<file path="config.mk">
export PLATFORM = sky130hd
export DESIGN_NAME = mux4_rr_arbiter
export DESIGN_NICKNAME = d
export VERILOG_FILES = /design/src/rtl/mux4_rr_arbiter.sv
export SDC_FILE = /design/constraint.sdc
export NUM_CORES = 1
export LEC_CHECK = 0
export ABC_AREA = 1
export CAP_MARGIN = 0
export CORE_MARGIN = 3
export CORE_UTILIZATION = 56
export DETAILED_ROUTE_END_ITERATION = 16
export GPL_TIMING_DRIVEN = 0
export PLACE_DENSITY = 0.76
export SYNTH_ARGS = -nofsm -noshare
export SYNTH_HDL_FRONTEND = slang
export SYNTH_SLANG_ARGS = --single-unit
</file>
<file path="constraint.sdc">
create_clock -name i_clk -period 3.13 [get_ports i_clk]
set_input_delay 0.626 -clock i_clk [delete_from_list [all_inputs] [get_ports i_clk]]
set_output_delay 0.626 -clock i_clk [all_outputs]
set_load 0.05 [all_outputs]
</file>
<file path="src/rtl/mux4_rr_arbiter.sv">
// Round-robin arbiter that owns the select of a shared 4-to-1 mux.
// Grants are held while the owner keeps requesting, bounded by MAX_HOLD when others wait.
module mux4_rr_arbiter #(
  parameter int unsigned MAX_HOLD = 8
) (
  input  logic       i_clk,
  input  logic       i_rst,
  input  logic [3:0] i_req,
  output logic [3:0] o_gnt,
  output logic [1:0] o_sel,
  output logic       o_valid
);

  typedef enum logic {
    IDLE,
    BUSY
  } state_t;

  localparam logic [7:0] HOLD_LIMIT = 8'(MAX_HOLD);

  state_t     state_q, state_d;
  logic [1:0] ptr_q, ptr_d;
  logic [7:0] hold_cnt_q, hold_cnt_d;
  logic [3:0] gnt_q, gnt_d;
  logic [1:0] sel_q, sel_d;
  logic       valid_q, valid_d;

  logic [3:0] others;
  logic [2:0] pick_all;
  logic [2:0] pick_oth;

  // Returns {found, index}: first set bit of vec searching upward from last+1, modulo 4.
  function automatic logic [2:0] rr_pick(input logic [3:0] vec, input logic [1:0] last);
    logic       found;
    logic [1:0] idx;
    logic [1:0] cand;
    found = 1'b0;
    idx   = '0;
    for (int unsigned i = 1; i <= 4; i++) begin
      cand = last + 2'(i);
      if (!found && vec[cand]) begin
        found = 1'b1;
        idx   = cand;
      end
    end
    return {found, idx};
  endfunction

  function automatic logic [3:0] onehot(input logic [1:0] idx);
    return 4'b0001 << idx;
  endfunction

  always_comb begin
    others   = i_req & ~gnt_q;
    pick_all = rr_pick(i_req, ptr_q);
    pick_oth = rr_pick(others, ptr_q);

    state_d    = state_q;
    ptr_d      = ptr_q;
    hold_cnt_d = hold_cnt_q;
    gnt_d      = gnt_q;
    sel_d      = sel_q;
    valid_d    = valid_q;

    unique case (state_q)
      IDLE: begin
        if (pick_all[2]) begin
          state_d    = BUSY;
          ptr_d      = pick_all[1:0];
          hold_cnt_d = 8'd1;
          gnt_d      = onehot(pick_all[1:0]);
          sel_d      = pick_all[1:0];
          valid_d    = 1'b1;
        end else begin
          hold_cnt_d = '0;
          gnt_d      = '0;
          sel_d      = '0;
          valid_d    = 1'b0;
        end
      end
      BUSY: begin
        if (!i_req[sel_q]) begin
          if (pick_oth[2]) begin
            ptr_d      = pick_oth[1:0];
            hold_cnt_d = 8'd1;
            gnt_d      = onehot(pick_oth[1:0]);
            sel_d      = pick_oth[1:0];
          end else begin
            // Owner gone and nobody waiting: ptr keeps the last owner for fairness.
            state_d    = IDLE;
            hold_cnt_d = '0;
            gnt_d      = '0;
            sel_d      = '0;
            valid_d    = 1'b0;
          end
        end else if ((hold_cnt_q == HOLD_LIMIT) && pick_oth[2]) begin
          ptr_d      = pick_oth[1:0];
          hold_cnt_d = 8'd1;
          gnt_d      = onehot(pick_oth[1:0]);
          sel_d      = pick_oth[1:0];
        end else if (hold_cnt_q < HOLD_LIMIT) begin
          hold_cnt_d = hold_cnt_q + 8'd1;
        end
      end
      default: begin
        state_d = IDLE;
      end
    endcase
  end

  always_ff @(posedge i_clk) begin
    if (i_rst) begin
      state_q    <= IDLE;
      ptr_q      <= 2'd3;
      hold_cnt_q <= '0;
      gnt_q      <= '0;
      sel_q      <= '0;
      valid_q    <= 1'b0;
    end else begin
      state_q    <= state_d;
      ptr_q      <= ptr_d;
      hold_cnt_q <= hold_cnt_d;
      gnt_q      <= gnt_d;
      sel_q      <= sel_d;
      valid_q    <= valid_d;
    end
  end

  assign o_gnt   = gnt_q;
  assign o_sel   = sel_q;
  assign o_valid = valid_q;

endmodule

</file>
Word-level counts from Yosys, hierarchy flattened
Cells that the tools add are included.
{ "classes": {"addsub": 4, "order_cmp": 6, "eq_ne": 7, "shifts": 2, "muxes": 61, "bitwise": 3, "reduce_logical": 15} }
{ "ops": {"columns": ["cell", "n"], "rows": [
  ["2-bit 2-to-1 mux", 15],
  ["1-bit 2-to-1 mux", 24],
  ["8-bit 2-to-1 mux", 3],
  ["1-bit binary-select mux with 2-bit select", 9],
  ["4-bit 2-to-1 mux", 4],
  ["8-bit one-hot mux with 2 select lines", 1],
  ["2-bit by 3-bit < comparator with 1-bit output (second input constant)", 5],
  ["8-bit by 1-bit adder with 8-bit output (second input constant)", 1],
  ["8-bit by 4-bit equality test with 1-bit output (second input constant)", 1],
  ["8-bit by 4-bit < comparator with 1-bit output (second input constant)", 1],
  ["2-bit one-hot mux with 2 select lines", 2],
  ["4-bit one-hot mux with 2 select lines", 1],
  ["1-bit by 2-bit << shifter with 4-bit output (first input constant)", 2],
  ["1-bit logical AND", 7],
  ["1-bit logical NOT", 6],
  ["2-bit != test (second input constant)", 3],
  ["2-bit adder (second input constant)", 2],
  ["4-bit bitwise AND", 1],
  ["4-bit by 2-bit != test with 1-bit output (second input constant)", 1],
  ["4-bit NOT", 1],
  ["1-bit one-hot mux with 2 select lines", 2],
  ["3-bit by 1-bit != test with 1-bit output (second input constant)", 1],
  ["3-bit by 2-bit != test with 1-bit output (second input constant)", 1],
  ["3-bit AND reduction", 1],
  ["other kinds (3)", 3]
]} }
{ "totals": {"register_bits": 18, "inputBits": 6, "out_inout_bits": 7} }

Longest topological paths before layout
Gate-level depths: netlist (run 1).
{ "logic_depth": {"depth_word": 18, "depth_mapped": 15, "depth_no_buf": 14} }

Worst setup path before layout (run 1)
Ideal clock, no wire load.
{ "synth_timing": {"path_kind": "register to register", "start": "reg gnt_q[0] (netlist: o_gnt[0])", "end": "reg gnt_q[0] (netlist: o_gnt[0])", "setup_time_ns": 0.116, "arrival_ns": 1.674, "t_required_ns": 3.014, "setup_slack_ns": 1.340, "stages_incl_launch_ff": 11, "synth_period_minus_slack_ns": 1.790, "path_cell_list": "dfxtp_1 -> inv_1 -> nand3_1 -> nand3_1 -> nand2_2 -> nand4_2 -> nand2_2 -> nand2_4 -> buf_6 -> o21ai_1 -> nor2_1"} }
{ "synth_via": {"elab_chain_len": 18, "word_cells_on_any_way": 31, "cone_classes": "eq/ne (1); shift (1); mux (20); bitwise (2); reduce/logical (7)"} }
{ "synth_lines": {"columns": ["element", "line", "rtl"], "rows": [
  ["start: declaration", "24", "logic [3:0] gnt_q, gnt_d;"],
  ["start signal: assignment", "123", "gnt_q <= gnt_d;"],
  ["4-bit NOT *", "54", "others = i_req & ~gnt_q;"],
  ["4-bit bitwise AND *", "54", null],
  ["1-bit binary-select mux with 2-bit select", "41", "if (!found && vec[cand]) begin"],
  ["1-bit 2-to-1 mux (implied by the code)", "41", null],
  ["1-bit 2-to-1 mux", "41", null],
  ["1-bit logical NOT", "41", null],
  ["1-bit logical AND", "41", null],
  ["1-bit 2-to-1 mux", "41", null],
  ["[... 2 more ...]", null, null],
  ["1-bit 2-to-1 mux", "41", null],
  ["1-bit logical NOT", "41", null],
  ["1-bit logical AND", "41", null],
  ["2-bit 2-to-1 mux", "41", null],
  ["1-bit by 2-bit << shifter with 4-bit output", "50", "return 4'b0001 << idx;"],
  ["4-bit 2-to-1 mux (on tied branches)", "83, 96", null],
  ["4-bit 2-to-1 mux", "82", "if (!i_req[sel_q]) begin"],
  ["4-bit one-hot mux with 2 select lines", "65", "unique case (state_q)"]
]} }
Mark *: on every way between the ends. The rest lies on a longest branch, timed or not. The select of a mux whose other input is x is not followed.
A chain may end at the register's enable or synchronous reset.

Worst setup path in the final report (run 1)
{ "layout_timing": {"start": "reg sel_q[0] (netlist: o_sel[0])", "end": "out o_sel[0]"} }
{ "layout_rtl": {"columns": ["element", "line", "rtl"], "rows": [
  ["start: declaration", "25", "logic [1:0] sel_q, sel_d;"],
  ["start signal: assignment", "124", "sel_q <= sel_d;"],
  ["end: declaration", "10", "output logic [1:0] o_sel,"]
]} }
No word-level cell between the ends.

==> results of run 1 <==
## through the flow
step / worst slack [ns] / area (um^2) / std cells / hold slack [ns] / util [%]
3_3_place_gp: 0.7713 / 1536 / 267 / 0.4290 / 67.51
6_report: 0.9465 / 1559 / 270 / 0.4397 / 68.50
2_1_floorplan: 1.340 / 1381 / 227 / 0.4153 / -
4_1_cts: 0.9333 / 1559 / 270 / 0.4427 / 68.50
3_5_place_dp: 0.6907 / 1536 / 267 / 0.4279 / 67.51
5_1_grt: 0.7964 / 1559 / 270 / 0.4780 / 68.50
## layout by cell type, fill, tap and decap left out, types with 3 or more instances in the layout
cell type	netlist	final
sky130_fd_sc_hd__a21oi_1	6	6
sky130_fd_sc_hd__clkbuf_4	0	3
sky130_fd_sc_hd__clkdlybuf4s50_1	0	12
sky130_fd_sc_hd__dfxtp_1	18	18
sky130_fd_sc_hd__inv_1	29	29
sky130_fd_sc_hd__nand2_1	65	65
sky130_fd_sc_hd__nand2_2	14	14
sky130_fd_sc_hd__nand3_1	29	29
sky130_fd_sc_hd__nand3_2	5	5
sky130_fd_sc_hd__nand4_1	6	6
sky130_fd_sc_hd__nor2_1	24	24
sky130_fd_sc_hd__o21ai_0	4	4
sky130_fd_sc_hd__o21ai_1	7	7
## synthesized netlist by cell type
master / number / share of area (%)
sky130_fd_sc_hd__inv_4: 1 / 0.45
sky130_fd_sc_hd__a21oi_1: 6 / 2.2
sky130_fd_sc_hd__nand2_1: 65 / 18
sky130_fd_sc_hd__nand4_2: 1 / 0.91
sky130_fd_sc_hd__buf_6: 2 / 1.6
sky130_fd_sc_hd__a211oi_1: 1 / 0.54
sky130_fd_sc_hd__o22ai_1: 1 / 0.45
sky130_fd_sc_hd__nor2_4: 1 / 0.82
sky130_fd_sc_hd__o21ai_1: 7 / 2.5
sky130_fd_sc_hd__nand2_2: 14 / 6.3
sky130_fd_sc_hd__nor2_1: 24 / 6.5
sky130_fd_sc_hd__inv_1: 29 / 7.9
sky130_fd_sc_hd__nand2_4: 1 / 0.82
sky130_fd_sc_hd__nor3_2: 1 / 0.72
sky130_fd_sc_hd__dfxtp_1: 18 / 26
sky130_fd_sc_hd__a211oi_2: 1 / 0.91
sky130_fd_sc_hd__clkinv_1: 1 / 0.27
sky130_fd_sc_hd__nand3_1: 29 / 11
sky130_fd_sc_hd__nand3_2: 5 / 3.6
sky130_fd_sc_hd__nand4_1: 6 / 2.7
sky130_fd_sc_hd__buf_4: 1 / 0.54
sky130_fd_sc_hd__o21ai_0: 4 / 1.4
sky130_fd_sc_hd__ha_1: 2 / 1.8
sky130_fd_sc_hd__xor2_1: 1 / 0.63
sky130_fd_sc_hd__nor4_1: 1 / 0.45
sky130_fd_sc_hd__o21ai_2: 1 / 0.63
sky130_fd_sc_hd__inv_2: 2 / 0.54
sky130_fd_sc_hd__buf_2: 1 / 0.36
## registers in the layout, summed over array words and instances, names as in the netlist
| register | flops |
|---|---|
| ptr_q | 2 |
| o_gnt | 4 |
| hold_cnt_q | 8 |
| o_sel | 2 |
| state_q | 1 |
| o_valid | 1 |
## power groups by stage
stage / combinational, W / clock [W] / sequential (W)
finish: 0.00128 / 0.000116 / 0.000352
global route: 0.00143 / 0.000127 / 0.000360
CTS: 0.00127 / 0.000119 / 0.000350
detailed placement: 0.00126 / 0 / 0.000354
global placement: 0.00121 / 0 / 0.000354
floorplan: 0.000864 / 0 / 0.000462
## final timing paths
| path | from | end | slack, ns | depth (start not counted) |
|---|---|---|---|---|
| min | hold_cnt_q[7]$_SDFFE_PP0P_ | hold_cnt_q[7]$_SDFFE_PP0P_ | 0.44 | 2 |
| max reg2reg | ptr_q[0]$_SDFFE_PP1P_ | ptr_q[1]$_SDFFE_PP1P_ | 1.23 | 10 |
| max | o_sel[0]$_SDFFE_PP0P_ | o_sel[0] | 0.95 | 1 |
| min reg2reg | hold_cnt_q[7]$_SDFFE_PP0P_ | hold_cnt_q[7]$_SDFFE_PP0P_ | 0.44 | 2 |
## area by class of cell
cell class	instances	area (um^2)	share of cell area, %
Sequential cell	18	360.3	23.11
Clock buffer	3	22.52	1.445
Multi-Input combinational cell	172	859.6	55.14
Tap cell	28	35.03	2.247
Inverter	33	126.4	8.106
Buffer	4	35.03	2.247
Timing Repair Buffer	12	120.1	7.705
## per-layer routing
layer / vias up / track usage, % / part of all wire, %
li1: 759 / - / -
met1: 670 / 32.43 / 47
met2: 41 / 39.53 / 47
met4: 0 / 6.944 / 1.5
met5: - / 0 / 0
met3: 8 / 5.800 / 5.0
## kinds of logic (layout without fill, tap and decap cells)
family / count (synthesis) / in the layout / synth area share [%]
fa+ha+maj: 2 / 2 / 1.811
compound gates: 21 / 21 / 8.696
xor+xnor: 1 / 1 / 0.6342
buf+inv: 37 / 52 / 11.68
flops: 18 / 18 / 26.09
simple gates: 148 / 148 / 51.09
==> reports/summary.txt, run 1 <==
Final Hold Fails: 0
total negative slack: 0 ns
Clock power frac: 6.7%
# nets final: 252
Clock Sink Count: 18
maximum clock frequency: 458.0 MHz
DRT iter0 DRCs: 63
Post-Synthesis Cells: 227
horizontal die dimension: 55.67 um
post-synthesis instance area: 1381 um^2
TritonCTS clock tree: yes
Die Area: 3099 um^2
detailed placer's ending HPWL: 2682 um
Setup Skew: 0.002636 ns
Max stage delay cell, worst path: sky130_fd_sc_hd__clkdlybuf4s50_1
leakage power of the design: 0.7688 nW
CP Class: reg -> out
setup repair after global routing missed its margin: no
power density cells: 1119 nW/um^2
unique cell type count in the Yosys netlist: 28
IO buf count: 12
CTS H-Tree Depth: 1
fill cell count: 220
max-cap violations: 0
CP delay by family, top: buffers and inverters
vias in the first global route: 1,453
Clock Latency Late Sink: 0.30 ns
final max-slew violation count: 0
initial antenna violation count: 0
maximum single-stage delay on the critical path: 0.84 ns
internal power consumption: 0.0007422 W
CTS root buffer: sky130_fd_sc_hd__clkbuf_4
area delta synth->final: 12.86%
Max VDD drop: 0.7371 mV
final number of setup-violating endpoints: 0
remaining design rule violation count: 0
tightest slew margin relative to the limit: 66.34%
cells along the critical path: clkdlybuf4s50_1
largest fanout on the critical path: 5
share of layout cells above drive strength 1: 14.46%
Hold WC Path Type: reg -> reg
maximum number of pins on one net before global-route repair: 11
Switching Share: 57.46%
detailed-route vias per instance: 5.474
number of nets with antenna violations after detailed routing: 0
post-detailed-route wirelength per cell: 12.75 um
clock transition at the registers of the reported paths: 0.10 ns
Total Routing Usage GR: 24.49%
Setup Fix Bufs, Post-CTS: 0
power consumption: 0.001744 W
die height: 55.67 um
Final GP Congestion: 0.9357
via total after detailed routing: 1,478
average instance area after synthesis: 6.085 um^2
num rows: 17
yosys warns: 0
launching element type of the critical path: flop
min Tclk post-route: 2.184 ns
actual slew at the worst max-slew pin: 0.5033 ns
net switching power: 0.001002 W
result of the run: finished, final reports clean
number of inserted diodes: 0
ratio of final minimum period to clock period: 69.76%
leftover overflow at the end of global routing: 0
register bit total from synthesis: 18
part of the power in registers: 20.2%
TritonCTS Buffers: 3
proportion of synthesized chip area in sequential cells: 26.09%
endpoint type of the worst setup path: output pin
Mapped Nets: 235
CP Buf/Inv Count: 1
total of hold buffers inserted after clock tree synthesis: 0
worst endpoint data arrival time: 1.56 ns
number of buffers between clock root and the deepest sink: 2
initial core utilization: 60.69%
logic gate share of total power: 73.2%
DRT Wirelength: 3443 um
first-pass detailed-route iteration total: 4
global-route wire length before repair: 6251 um
core area: 2276 um^2
io pins: 13
PostCTS Resize Cnt: 0
endpoint required time on the critical path: 2.50 ns
(Power assumes the default switching activity.)
==> run 2, diff against run 1 <==
--- a/config.mk
+++ b/config.mk
@@ -8,10 +8,10 @@
 export ABC_AREA = 1
 export CAP_MARGIN = 0
 export CORE_MARGIN = 3
-export CORE_UTILIZATION = 56
+export CORE_UTILIZATION = 51
 export DETAILED_ROUTE_END_ITERATION = 16
 export GPL_TIMING_DRIVEN = 0
-export PLACE_DENSITY = 0.76
+export PLACE_DENSITY = 0.73
 export SYNTH_ARGS = -nofsm -noshare
 export SYNTH_HDL_FRONTEND = slang
 export SYNTH_SLANG_ARGS = --single-unit
==> constraint.sdc (replaced) <==
create_clock -name i_clk -period 1.96 [get_ports i_clk]
set_input_delay 0.392 -clock i_clk [delete_from_list [all_inputs] [get_ports i_clk]]
set_output_delay 0.392 -clock i_clk [all_outputs]
set_load 0.05 [all_outputs]
==> run 2 against run 1 <==
  * Register-to-register slack got worse by 1.1 ns
  * Cell count increased by 1.5%
  * Sequential share of layout area decreased by 1.2 points
  * Sequential power increased by 58%
  * Hold slack improved by 0.0068 ns
  * Largest cell class unchanged
  * Clock power increased by 94%
  * Setup slack got worse by 0.86 ns
==> reports/summary.txt, run 2 (synthesized netlist as in run 1, its figures left out) <==
clock transition at the registers of the reported paths: 0.10 ns
min Tclk post-route: 1.877 ns
area delta synth->final: 19.20%
CP delay by family, top: buffers and inverters
global-route wire length before repair: 6078 um
vias in the first global route: 1,365
initial antenna violation count: 0
cells along the critical path: clkdlybuf4s50_1
TritonCTS Buffers: 3
TritonCTS clock tree: yes
number of buffers between clock root and the deepest sink: 2
Max stage delay cell, worst path: sky130_fd_sc_hd__clkdlybuf4s50_1
first-pass detailed-route iteration total: 4
detailed-route vias per instance: 5.471
endpoint type of the worst setup path: output pin
Clock Sink Count: 18
post-detailed-route wirelength per cell: 12.50 um
area used by multi-input combinational logic: 898.4 um^2
number of nets with antenna violations after detailed routing: 0
actual slew at the worst max-slew pin: 0.4931 ns
# nets final: 253
fill cell count: 228
CP Class: reg -> out
CP Buf/Inv Count: 1
Hold WC Path Type: reg -> reg
post-placement worst setup slack: -0.2302 ns
power density cells: 1795 nW/um^2
num rows: 18
Final GP Congestion: 0.9589
area occupied by registers: 361.6 um^2
worst endpoint data arrival time: 1.49 ns
maximum clock frequency: 532.6 MHz
tightest slew margin relative to the limit: 66.82%
DRT Wirelength: 3424 um
Max VDD drop: 1.358 mV
endpoint required time on the critical path: 1.57 ns
leftover overflow at the end of global routing: 0
largest fanout on the critical path: 3
flip-flop count of the largest register, all copies and words added: 8
Die Area: 3369 um^2
share of layout cells above drive strength 1: 17.21%
setup repair after global routing missed its margin: no
result of the run: finished, final reports clean
final max-slew violation count: 0
launching element type of the critical path: flop
Total Routing Usage GR: 22.85%
final core utilization: 65.28%
DRT iter0 DRCs: 121
leakage power of the design: 0.8593 nW
most frequent standard cell in the layout excluding fill and tap cells: sky130_fd_sc_hd__nand2_1
Clock Latency Late Sink: 0.29 ns
IO buf count: 12
Setup Skew: 0.007678 ns
ratio of final minimum period to clock period: 95.79%
remaining design rule violation count: 0
CTS H-Tree Depth: 1
number of cells in the design after placement: 269
core area: 2522 um^2
die height: 58.05 um
detailed placer's ending HPWL: 2644 um
final number of setup-violating endpoints: 0
horizontal die dimension: 58.05 um
via total after detailed routing: 1,499
Finished Layout Cells: 274
slack of the critical path: 0.08255 ns
Final Hold Fails: 0
register containing the most flip-flops in the final layout: hold_cnt_q
CTS root buffer: sky130_fd_sc_hd__clkbuf_4
number of inserted diodes: 0
maximum number of pins on one net before global-route repair: 11
max-cap violations: 0
commonest cells after routing, fill and taps aside: sky130_fd_sc_hd__nand2_1 (64), sky130_fd_sc_hd__inv_1 (29), sky130_fd_sc_hd__nand3_1 (28)
io pins: 13
initial core utilization: 54.76%
maximum single-stage delay on the critical path: 0.82 ns
run 2: final cells by class:
type                       count  area share [%]
buffer                         4           2.508
timing repair buffer          13           8.663
tap                           30           2.280
multi-input combinational    172           54.56
clock buffer                   4           2.204
sequential                    18           21.96
inverter                      33           7.827
run 2: final timing paths:
check | slack, ns | startpoint | cells past startpoint | endpoint
setup reg to reg | 0.17 | ptr_q[0]$_SDFFE_PP1P_ | 11 | ptr_q[0]$_SDFFE_PP1P_
hold reg to reg | 0.45 | hold_cnt_q[7]$_SDFFE_PP0P_ | 2 | hold_cnt_q[7]$_SDFFE_PP0P_
setup / recovery | 0.08 | o_gnt[0]$_SDFFE_PP0P_ | 1 | o_gnt[0]
hold / removal | 0.45 | hold_cnt_q[7]$_SDFFE_PP0P_ | 2 | hold_cnt_q[7]$_SDFFE_PP0P_
run 2: layer usage:
layer | share of wire [%] | track usage [%]
met2 | 46 | 35.97
met1 | 47 | 32.16
met4 | 1.2 | 6.954
met3 | 5.9 | 3.341
met5 | 0 | 0
run 2: power by group:
part | total [W] | switching (W) | internal (W) | leakage, nW
Sequential | 0.000556 | 0.0000894 | 0.000466 | 0.148
Combinational | 0.00218 | 0.00147 | 0.000706 | 0.691
Clock | 0.000225 | 0.000111 | 0.000113 | 0.0210
run 2: worst register-to-register path, cell delays in order (launching register included):
cell and delay [ns]:
sky130_fd_sc_hd__dfxtp_2 0.40, sky130_fd_sc_hd__buf_4 0.20, sky130_fd_sc_hd__nand3_1 0.14, sky130_fd_sc_hd__nand3_1 0.16
sky130_fd_sc_hd__nand2_2 0.12, sky130_fd_sc_hd__buf_4 0.15, sky130_fd_sc_hd__nand4_1 0.09, sky130_fd_sc_hd__nand3_2 0.15
sky130_fd_sc_hd__nand2_1 0.11, sky130_fd_sc_hd__nand2_1 0.06, sky130_fd_sc_hd__nand2_1 0.06, sky130_fd_sc_hd__nand2_1 0.05
run 2: what timing repair did:
action | CTS | global route
hold buffers | 0 | 0
setup endpoints to repair | 0 | 13
gates resized for setup | 0 | 19
setup buffers | 0 | 1
run 2: through the flow:
| step | instance area (um^2) | power [W] | hold slack (ns) | setup TNS, ns |
|---|---|---|---|---|
| 6_report | 1647 | 0.002956 | 0.4465 | 0 |
| 3_3_place_gp | 1539 | 0.002508 | 0.4221 | -1.704 |
| 3_5_place_dp | 1539 | 0.002560 | 0.4309 | -2.355 |
| 5_1_grt | 1647 | 0.003238 | 0.4665 | 0 |
| 4_1_cts | 1575 | 0.002803 | 0.4463 | 0 |
| 2_1_floorplan | 1381 | 0.002118 | 0.4153 | 0 |
==> patch, RTL diff (flow settings as in run 2) <==
One comparison of `hold_cnt_q` changes from == to >=.
--- a/src/rtl/mux4_rr_arbiter.sv
+++ b/src/rtl/mux4_rr_arbiter.sv
@@ -94,5 +94,5 @@
             valid_d    = 1'b0;
           end
-        end else if ((hold_cnt_q == HOLD_LIMIT) && pick_oth[2]) begin
+        end else if ((hold_cnt_q >= HOLD_LIMIT) && pick_oth[2]) begin
           ptr_d      = pick_oth[1:0];
           hold_cnt_d = 8'd1;
Formal check against the unedited RTL: same outputs for any inputs over 10 cycles, from zero or initial values and one cycle with i_rst high; that may be too few to reach the edited logic, so the function may still have changed.
==> patch against run 2 <==
Sequential power fell by 2%. Setup slack improved by 0.0023 ns. Design area rose by 8.7%. Clock skew fell by 0.0022 ns. Synthesized area rose by 15%. Total power rose by 5.2%. Routed wire length fell by 6.0%. Sequential cell count did not move. Via count fell by 5.3%. Final cell count rose by 3.3%. Critical path type unchanged. Largest power group unchanged. Highest routed layer unchanged.
==> patch: results (changes against run 2) <==
Clock Root Buffer=clkbuf_4; XOR/XNOR Fraction of Synth Area=0.00553 (-0.000811); asr flop ratio synth=0 (unchanged); n_taps=31 (+3.3%); Final Skew=0.00551 ns (-0.00217 ns); clock-cell share of area=0.0203 (-0.00177); vias per std cell=5.02 (-8.3%); Post-Place Setup Slack=-0.268 ns (-0.0375 ns); max FFs per register=8 (unchanged); NonClk Buf Share=0.103 (-0.00898); vias in the first global route=1229 (-10%); Slew @ Worst Pin=0.503 ns (+0.00964 ns); fraction of layout cells with a size suffix above 1=0.258 (+0.0858); synthesized net count=244 (+3.8%); Worst Reg-to-Reg Cells=14 (+3); Arr. time, crit path=about 1.5 ns; Static Leak=0.945 nW (+9.9%); Netlist cell types=29 (+3.6%); outcome=completed; Post-Place Cells=279 (+3.7%); DP HPWL=2.57 mm (-2.7%); Worst-path clk slew=0.10 ns (about the same); RePlAce Congestion=0.821 (-14%); placed cell areas=1740 µm² (+13%); cell count of the worst hold path=2 (unchanged); drt initial violations=49 (-60%); Top Family by Delay on Critical Path=buffers and inverters; Largest Register=hold_cnt_q; Non-clk bufs=17 (unchanged); most frequent cells after synthesis=61 x nand2_1, 28 x nor2_1, 23 x inv_1; CP Max Fanout=3 (unchanged); Sequential Area=360 µm² (-0.35%); CP max stage delay=~0.81 ns; mean post-synth cell area=6.71 µm² (+10%); Synth area leaders=dfxtp_1 23%, nand2_1 14%, nand2_4 11%; #MultiIn Comb=185 (+7.6%); compound-cell area share of the yosys netlist=0.0703 (-0.0167); routed len/inst=11.4 µm (-9.0%); antenna violations before repair=0 (unchanged); worst IR drop on VDD=0.963 mV (-29%); Hold Path Class=flip-flop to flip-flop; first-pass GRT wire length=5.34 mm (-12%); Clock Sinks=18 (unchanged); Fill cells=284 (+25%); Seq/Total Area, Yosys=0.227 (-0.0334); multi-input logic portion of the cell area=0.594 (+0.0484); area of the multi-input gates=1060 µm² (+18%); post-synthesis adder-cell area fraction=0.0158 (-0.00232); largest net degree at the start of global routing=11 (unchanged); NumNets Final=261 (+3.2%); worst skew pair latency=0.29 ns (about the same); GRT Util Overall=0.184 (-0.0448); Inverters=28 (-15%); Detailed Route WL=3.22 mm (-6.0%)
[patch: final timing paths]
check	start	endpoint	slack (ns)
hold / removal	hold_cnt_q[6]	hold_cnt_q[6]	0.43
hold reg to reg	hold_cnt_q[6]	hold_cnt_q[6]	0.43
setup reg to reg	ptr_q[0]	o_gnt[0]	0.22
setup / recovery	o_gnt[3]	o_gnt[3]	0.08
[patch: per-layer routing]
metal | GRT usage | vias up | part of all wire
li1 | - | 775 | -
met1 | 0.266 | 625 | 0.52
met2 | 0.297 | 16 | 0.44
met3 | 0.0165 | 4 | 0.025
met4 | 0.0394 | 0 | 0.0084
met5 | 0 | - | 0
[patch: power by group]
| group | internal [mW] | switching, mW |
|---|---|---|
| clock | 0.113 | 0.115 |
| combinational | 0.796 | 1.54 |
| sequential | 0.459 | 0.0884 |
| total | 1.37 | 1.74 |
[patch: timing repair]
| action | CTS | global route |
|---|---|---|
| gates resized for setup | 1 | 5 |
| endpoints found under the setup margin | 1 | 14 |
| setup buffers | 0 | 0 |
